## config.mk

```make
export PLATFORM = sky130hd
export DESIGN_NAME = multicycle_control
export DESIGN_NICKNAME = d
export VERILOG_FILES = /design/src/rtl/multicycle_control.sv
export SDC_FILE = /design/constraint.sdc
export NUM_CORES = 1
export LEC_CHECK = 0
export CORE_MARGIN = 2
export CORE_UTILIZATION = 42
export DETAILED_ROUTE_END_ITERATION = 8
export PLACE_DENSITY = 0.95
export SYNTH_ARGS = -nofsm -noshare
export SYNTH_HDL_FRONTEND = slang
export SYNTH_SLANG_ARGS = --single-unit
```

## constraint.sdc

```tcl
create_clock -name clk -period 3.9 [get_ports clk]
set_clock_uncertainty 0.05 [all_clocks]
set_input_delay 0.975 -clock clk [delete_from_list [all_inputs] [get_ports clk]]
set_output_delay 0.975 -clock clk [all_outputs]
set_load 0.01 [all_outputs]
```

## src/rtl/multicycle_control.sv

```systemverilog
// multicycle_control: multi-cycle MIPS main control FSM; define MEM_WAIT_EN to honour mem_ready stalls
module multicycle_control (
  input  logic       clk,
  input  logic       reset,
  input  logic [5:0] Op,
  input  logic       mem_ready,
  output logic       PCWrite,
  output logic       PCWriteCond,
  output logic       BranchNot,
  output logic       IorD,
  output logic       MemRead,
  output logic       MemWrite,
  output logic       IRWrite,
  output logic       MemtoReg,
  output logic       RegWrite,
  output logic       RegDst,
  output logic       pcreg,
  output logic       ALUSrcA,
  output logic [1:0] ALUSrcB,
  output logic [3:0] ALUOp,
  output logic       SignExtend,
  output logic [1:0] PCSource,
  output logic       illegal_op,
  output logic [3:0] state
);
  typedef enum logic [3:0] {
    S_RESET   = 4'd0,
    S_FETCH   = 4'd1,
    S_DECODE  = 4'd2,
    S_MEMADR  = 4'd3,
    S_MEMRD   = 4'd4,
    S_MEMWB   = 4'd5,
    S_MEMWR   = 4'd6,
    S_RTEX    = 4'd7,
    S_ALUWB   = 4'd8,
    S_IMMEX   = 4'd9,
    S_BRANCH  = 4'd10,
    S_JUMP    = 4'd11,
    S_ILLEGAL = 4'd12
  } state_e;
  state_e state_q, state_d;
  logic   mr;
`ifdef MEM_WAIT_EN
  assign mr = mem_ready;
`else
  // without wait support every memory access is treated as completing immediately
  assign mr = mem_ready | 1'b1;
`endif
  assign state = state_q;
  always_ff @(posedge clk)
    state_q <= reset ? S_RESET : state_d;
  always_comb begin
    PCWrite     = 1'b0;
    PCWriteCond = 1'b0;
    BranchNot   = 1'b0;
    IorD        = 1'b0;
    MemRead     = 1'b0;
    MemWrite    = 1'b0;
    IRWrite     = 1'b0;
    MemtoReg    = 1'b0;
    RegWrite    = 1'b0;
    RegDst      = 1'b0;
    pcreg       = 1'b0;
    ALUSrcA     = 1'b0;
    ALUSrcB     = 2'b00;
    ALUOp       = 4'b0000;
    SignExtend  = 1'b0;
    PCSource    = 2'b00;
    illegal_op  = 1'b0;
    state_d     = S_RESET;
    case (state_q)
      S_RESET: state_d = S_FETCH;
      S_FETCH: begin
        MemRead = 1'b1;
        ALUSrcB = 2'b01;
        IRWrite = mr;
        PCWrite = mr;
        state_d = mr ? S_DECODE : S_FETCH;
      end
      S_DECODE: begin
        ALUSrcB    = 2'b11;
        SignExtend = 1'b1;
        case (Op)
          6'h23, 6'h2B:                             state_d = S_MEMADR;
          6'h00:                                    state_d = S_RTEX;
          6'h08, 6'h09, 6'h0C, 6'h0D, 6'h0E, 6'h0F: state_d = S_IMMEX;
          6'h04, 6'h05:                             state_d = S_BRANCH;
          6'h02, 6'h03:                             state_d = S_JUMP;
          default:                                  state_d = S_ILLEGAL;
        endcase
      end
      S_MEMADR: begin
        ALUSrcA    = 1'b1;
        ALUSrcB    = 2'b10;
        SignExtend = 1'b1;
        state_d    = (Op == 6'h2B) ? S_MEMWR : S_MEMRD;
      end
      S_MEMRD: begin
        MemRead = 1'b1;
        IorD    = 1'b1;
        state_d = mr ? S_MEMWB : S_MEMRD;
      end
      S_MEMWB: begin
        RegWrite = 1'b1;
        MemtoReg = 1'b1;
        state_d  = S_FETCH;
      end
      S_MEMWR: begin
        MemWrite = 1'b1;
        IorD     = 1'b1;
        state_d  = mr ? S_FETCH : S_MEMWR;
      end
      S_RTEX: begin
        ALUSrcA = 1'b1;
        ALUOp   = 4'b1000;
        state_d = S_ALUWB;
      end
      S_ALUWB: begin
        RegWrite = 1'b1;
        RegDst   = (Op == 6'h00);
        state_d  = S_FETCH;
      end
      S_IMMEX: begin
        ALUSrcA    = 1'b1;
        ALUSrcB    = 2'b10;
        ALUOp      = (Op == 6'h0C) ? 4'b0010 :
                     (Op == 6'h0D) ? 4'b0011 :
                     (Op == 6'h0E) ? 4'b0101 :
                     (Op == 6'h0F) ? 4'b0111 : 4'b0001;
        SignExtend = (Op == 6'h08) || (Op == 6'h0F);
        state_d    = S_ALUWB;
      end
      S_BRANCH: begin
        ALUSrcA     = 1'b1;
        ALUOp       = (Op == 6'h05) ? 4'b0110 : 4'b0100;
        PCWriteCond = 1'b1;
        PCSource    = 2'b01;
        BranchNot   = (Op == 6'h05);
        state_d     = S_FETCH;
      end
      S_JUMP: begin
        PCWrite  = 1'b1;
        PCSource = 2'b10;
        RegWrite = (Op == 6'h03);
        pcreg    = (Op == 6'h03);
        state_d  = S_FETCH;
      end
      S_ILLEGAL: begin
        illegal_op = 1'b1;
        state_d    = S_FETCH;
      end
      default: state_d = S_RESET;
    endcase
  end
endmodule

```

# Word-level counts from Yosys, hierarchy flattened
# Memory sizes are Yosys's and may differ from the RTL's.
# Cells that the tools add are included.
# totals
n_memories,1
out_inout_bits,26
romBits,256
in_bits,9
word_cells,58
regBits,4
# op_classes
n_mux,24
reduce_logical,12
eq_ne,20
# mem_list
memory,words,word_bits,rd,rd_ports_with_merged_regs,wr,line,text
(no name shown),64,4,1,0,0,83,case (Op)
# ops
cell,n
$eq A6 B4 Y1 const B,5
$pmux W4 S6,1
$eq A4 B4 Y1 const B,5
$eq A4 B3 Y1 const B,4
$reduce_or A2 Y1,7
$mux W1,12
$mux W3,4
$pmux W4 S3,1
$eq A4 B2 Y1 const B,2
$reduce_or A7 Y1,1
$eq A6 B2 Y1 const B,1
$eq A6 B3 Y1 const B,1
$eq A6 B6 Y1 const B,1
$logic_not A6 Y1,1
$pmux W2 S3,1
$eq A4 B1 Y1 const B,1
$logic_not A4 Y1,1
$mux W2,2
$pmux W1 S2,2
$pmux W2 S2,1
$reduce_or A4 Y1,1
$logic_or A1 B1 Y1,1

# Logic depth before layout (Yosys ltp)
# depth
word_depth,6
ltp_mapped,7
ltp_nobuf,6

# Worst setup path before layout
# No wires, ideal clock.
# synth_timing
path_type,input-to-output
startpoint,input port Op[1]
endpoint,output port SignExtend
t_required_ns,2.875
n_path_buf,1
path_slack_ns,0.983
t_arrival_ns,1.892
stages,5
path_cell_list,buf_6 nor3_1 nor2_1 or3_1 a21oi_1
# synth_via
elab_chain_cells,3
# synth_rtl
item,line,text
start: declaration,5,"input logic [5:0] Op,"
$eq A6 B4 Y1,130,SignExtend = (Op == 6'h08) || (Op == 6'h0F);
$logic_or A1 B1 Y1 *,130,
$pmux W1 S2 *,71,case (state_q)
end: declaration,21,"output logic SignExtend,"
# Mark *: on every way between the ends. The rest lies on a longest branch, timed or not.

# Worst setup path after layout
# layout_timing
startpoint,input port Op[4]
endpoint,output port SignExtend
# Same word-level chain as after synthesis.

==> impl_metrics.yaml <==
placement:
  gp_congestion: 0.9034
  dpl.hpwl_um: 1454
  place_worst_setup_slack_ns: -0.005270
  place.port_buffers: 33
  dp.cells: 147
finish:
  nets: 146
  drive_above_1_share_pct: 13.43
  n_antenna_cell: 0
  area_delta_synth_final_pct: 54.65
  stdcell_count: 150
  largest_register_ffs: 4
timing:
  rsz0062_at_grt: "yes"
  fin_ws_ns: 0.06118
  holdWs_ns: 0.6104
  tightest_slew_ns: 0.5430
  fmax_mhz: 260.5
  drv_slew: 0
  slew_headroom_pct: 63.75
  setup_viol: 0
  fin_crit_sh_pct: 98.43
  post-route-min-period_ns: 3.839
  hold_violations: 0
logic_synthesis:
  synth_edf_count: 0
  synth_cells: 100
  synth_area_per_cell_um2: 6.731
  syn_area_um2: 673.1
  seq_area_frac_synth_pct: 11.90
  ys_async_sr_fraction_pct: 0
  syn_nets: 110
  ys.warnings.count: 0
  ys.flop_type: "dfxtp_1"
  ys_ff_latch: 4
  ys_types: 36
setup_path:
  required_ns: 2.87
  ff2ff_setup_slack_ns: 2.42
  r2r_end: "state[1]"
  worstReg2RegStart: "state[1]"
  critical_path_class: "in2out"
  crit_path_start_kind: "primary input"
  critPathMaxFanout: 4
  endpoint_kind: "output pin"
  cp.arrival_ns: 2.81
  reg2regPathDepth: 4
worst_hold_path:
  hp-class: "reg2reg"
  hold_end: "state[3]"
  min-delay-start: "state[0]"
  hold_depth: 2
global_route:
  grt_pass1_wl_um: 2925
  antenna_found_initial: 0
  grt_max_degree: 17
  grt_pass1_vias: 736
  grt_usage_pct: 19.41
  globalRouteOverflowTotal: 0
floorplanning:
  io_pins: 35
  start_util_pct: 44.68
  die_y_um: 44.04
  design.core.area_um2: 1506
  die_w_um: 44.04
  die-area_um2: 1939
  row_count: 14
cts:
  cts.sinks: 4
  cts_tree: "done"
  clockBufferDepth: 2
  cts-buffers-inserted: 3
  h-tree-depth: 1
  cts_hold_buf: 0
  clock_latency_ns: 0.23
  cts-root-buf: "clkbuf_4"
  clkTransAtPathRegs_ns: 0.04
power_and_ir_drop:
  power_frac_clock_pct: 8.8
  combPwrFrac_pct: 70.9
  vdd_drop_max_v: 0.0004423
  p_sw_share_pct: 46.53
  p_leak_uw: 0.0003905
  p_total_uw: 585.8
  p_sw_uw: 272.6
  power.density_nw_per_um2: 562.7
  intPower_uw: 313.2
  seqPwrFrac_pct: 20.2
route:
  route.detailed.drc: 0
  drt-initial-drc-count: 17
  firstDrtPassIters: 4
  num_vias: 845
  routed_wl_um: 1879
  wire_per_inst_um: 12.53
  via_per_inst: 5.633
  ant_nets: 0
outcome:
  status: "completed"
flow_run:
  drv_cap: 0
[worst max path at each step]
stage	slack, ns	from	cells after the start	end
2_1_floorplan	0.98	Op[1]	5	SignExtend
5_1_grt	-0.02	Op[4]	6	SignExtend
6_report	0.06	Op[4]	6	SignExtend
3_3_place_gp	0.04	Op[4]	6	SignExtend
4_1_cts	0.01	Op[4]	6	SignExtend
3_5_place_dp	-0.005	Op[3]	6	RegWrite
[synthesized netlist by cell type (all sizes together) (2+ instances only)]
| library cell | count | share of area, % |
|---|---|---|
| mux2i | 2 | 3.0 |
| nor2b | 3 | 3.9 |
| a21oi | 7 | 5.2 |
| or3 | 2 | 1.9 |
| inv | 4 | 2.2 |
| nand2 | 11 | 6.1 |
| and3 | 2 | 1.9 |
| nor3 | 11 | 9.7 |
| nand3b | 2 | 4.1 |
| o21ai | 6 | 4.5 |
| nand3 | 4 | 3.0 |
| nor3b | 3 | 5.0 |
| buf | 7 | 8.7 |
| nand2b | 7 | 6.5 |
| dfxtp | 4 | 12 |
| nor2 | 12 | 6.7 |
[power by group through the flow]
stage	Combinational [uW]	Sequential, uW	Clock, uW
2_1_floorplan	277	83.2	0
3_3_place_gp	402	115	0
3_5_place_dp	412	117	0
4_1_cts	413	116	52.3
5_1_grt	449	121	55.4
6_report	415	119	51.7
[per-layer routing]
metal	up-vias	routed length (um)	global-route usage [%]
met1	387	794	24.00
li1	417	-	-
met5	-	0	0
met2	33	966	34.12
met3	8	84	3.265
met4	0	33	6.061
[what timing repair did]
| item | 4_1_cts | 5_1_grt |
|---|---|---|
| setup endpoints to repair | 1 | 3 |
| resized for setup | 1 | 4 |
| setup buffers | 0 | 0 |
[through the flow]
| step | TNS [ns] | utilization (%) | area [um^2] |
|---|---|---|---|
| 2_1_floorplan | 0 | - | 673.1 |
| 3_3_place_gp | 0 | 66.53 | 1002 |
| 3_5_place_dp | -0.005270 | 66.53 | 1002 |
| 4_1_cts | 0 | 67.94 | 1023 |
| 5_1_grt | -0.03886 | 69.10 | 1041 |
| 6_report | 0 | 69.10 | 1041 |
[area by class of cell]
class / count / area [um^2]
sequential: 4 / 80.08
timing repair buffer: 38 / 366.6
tap: 16 / 20.02
fill: 117 / 465.4
inverter: 4 / 15.01
multi-input combinational: 85 / 536.8
clock buffer: 3 / 22.52
[cell families after synthesis]
logic type	Yosys count	synth area share [%]
AO/OA/AOI/OAI	20	18.03
AND/OR/NAND/NOR	61	52.97
adder cells (fa/ha/maj)	1	1.858
buffers and inverters	11	10.96
XOR/XNOR	1	1.301
flip-flops	4	11.90
multiplexers	2	2.974
[critical path, cell delays in order]
cell and delay (ns):
clkdlybuf4s50_1 0.50, nor2_4 0.19, nand2_1 0.07, or3_1 0.37, a21oi_1 0.16, clkdlybuf4s50_1 0.56
[layout by cell type (no fill, tap or decap), types with 2 or more instances in the layout]
cell type	count
nor2b_1	2
and3_1	2
or3_1	2
mux2i_1	2
nor3_2	4
nor2_1	11
inv_1	4
nand2_1	11
nand2b_1	7
a21oi_1	7
dfxtp_1	4
nor3b_1	2
buf_4	5
clkdlybuf4s50_1	32
clkbuf_4	3
nand3_1	4
o21ai_1	2
o21ai_0	4
nor3_1	7
Power figures use the tool's default switching activity.
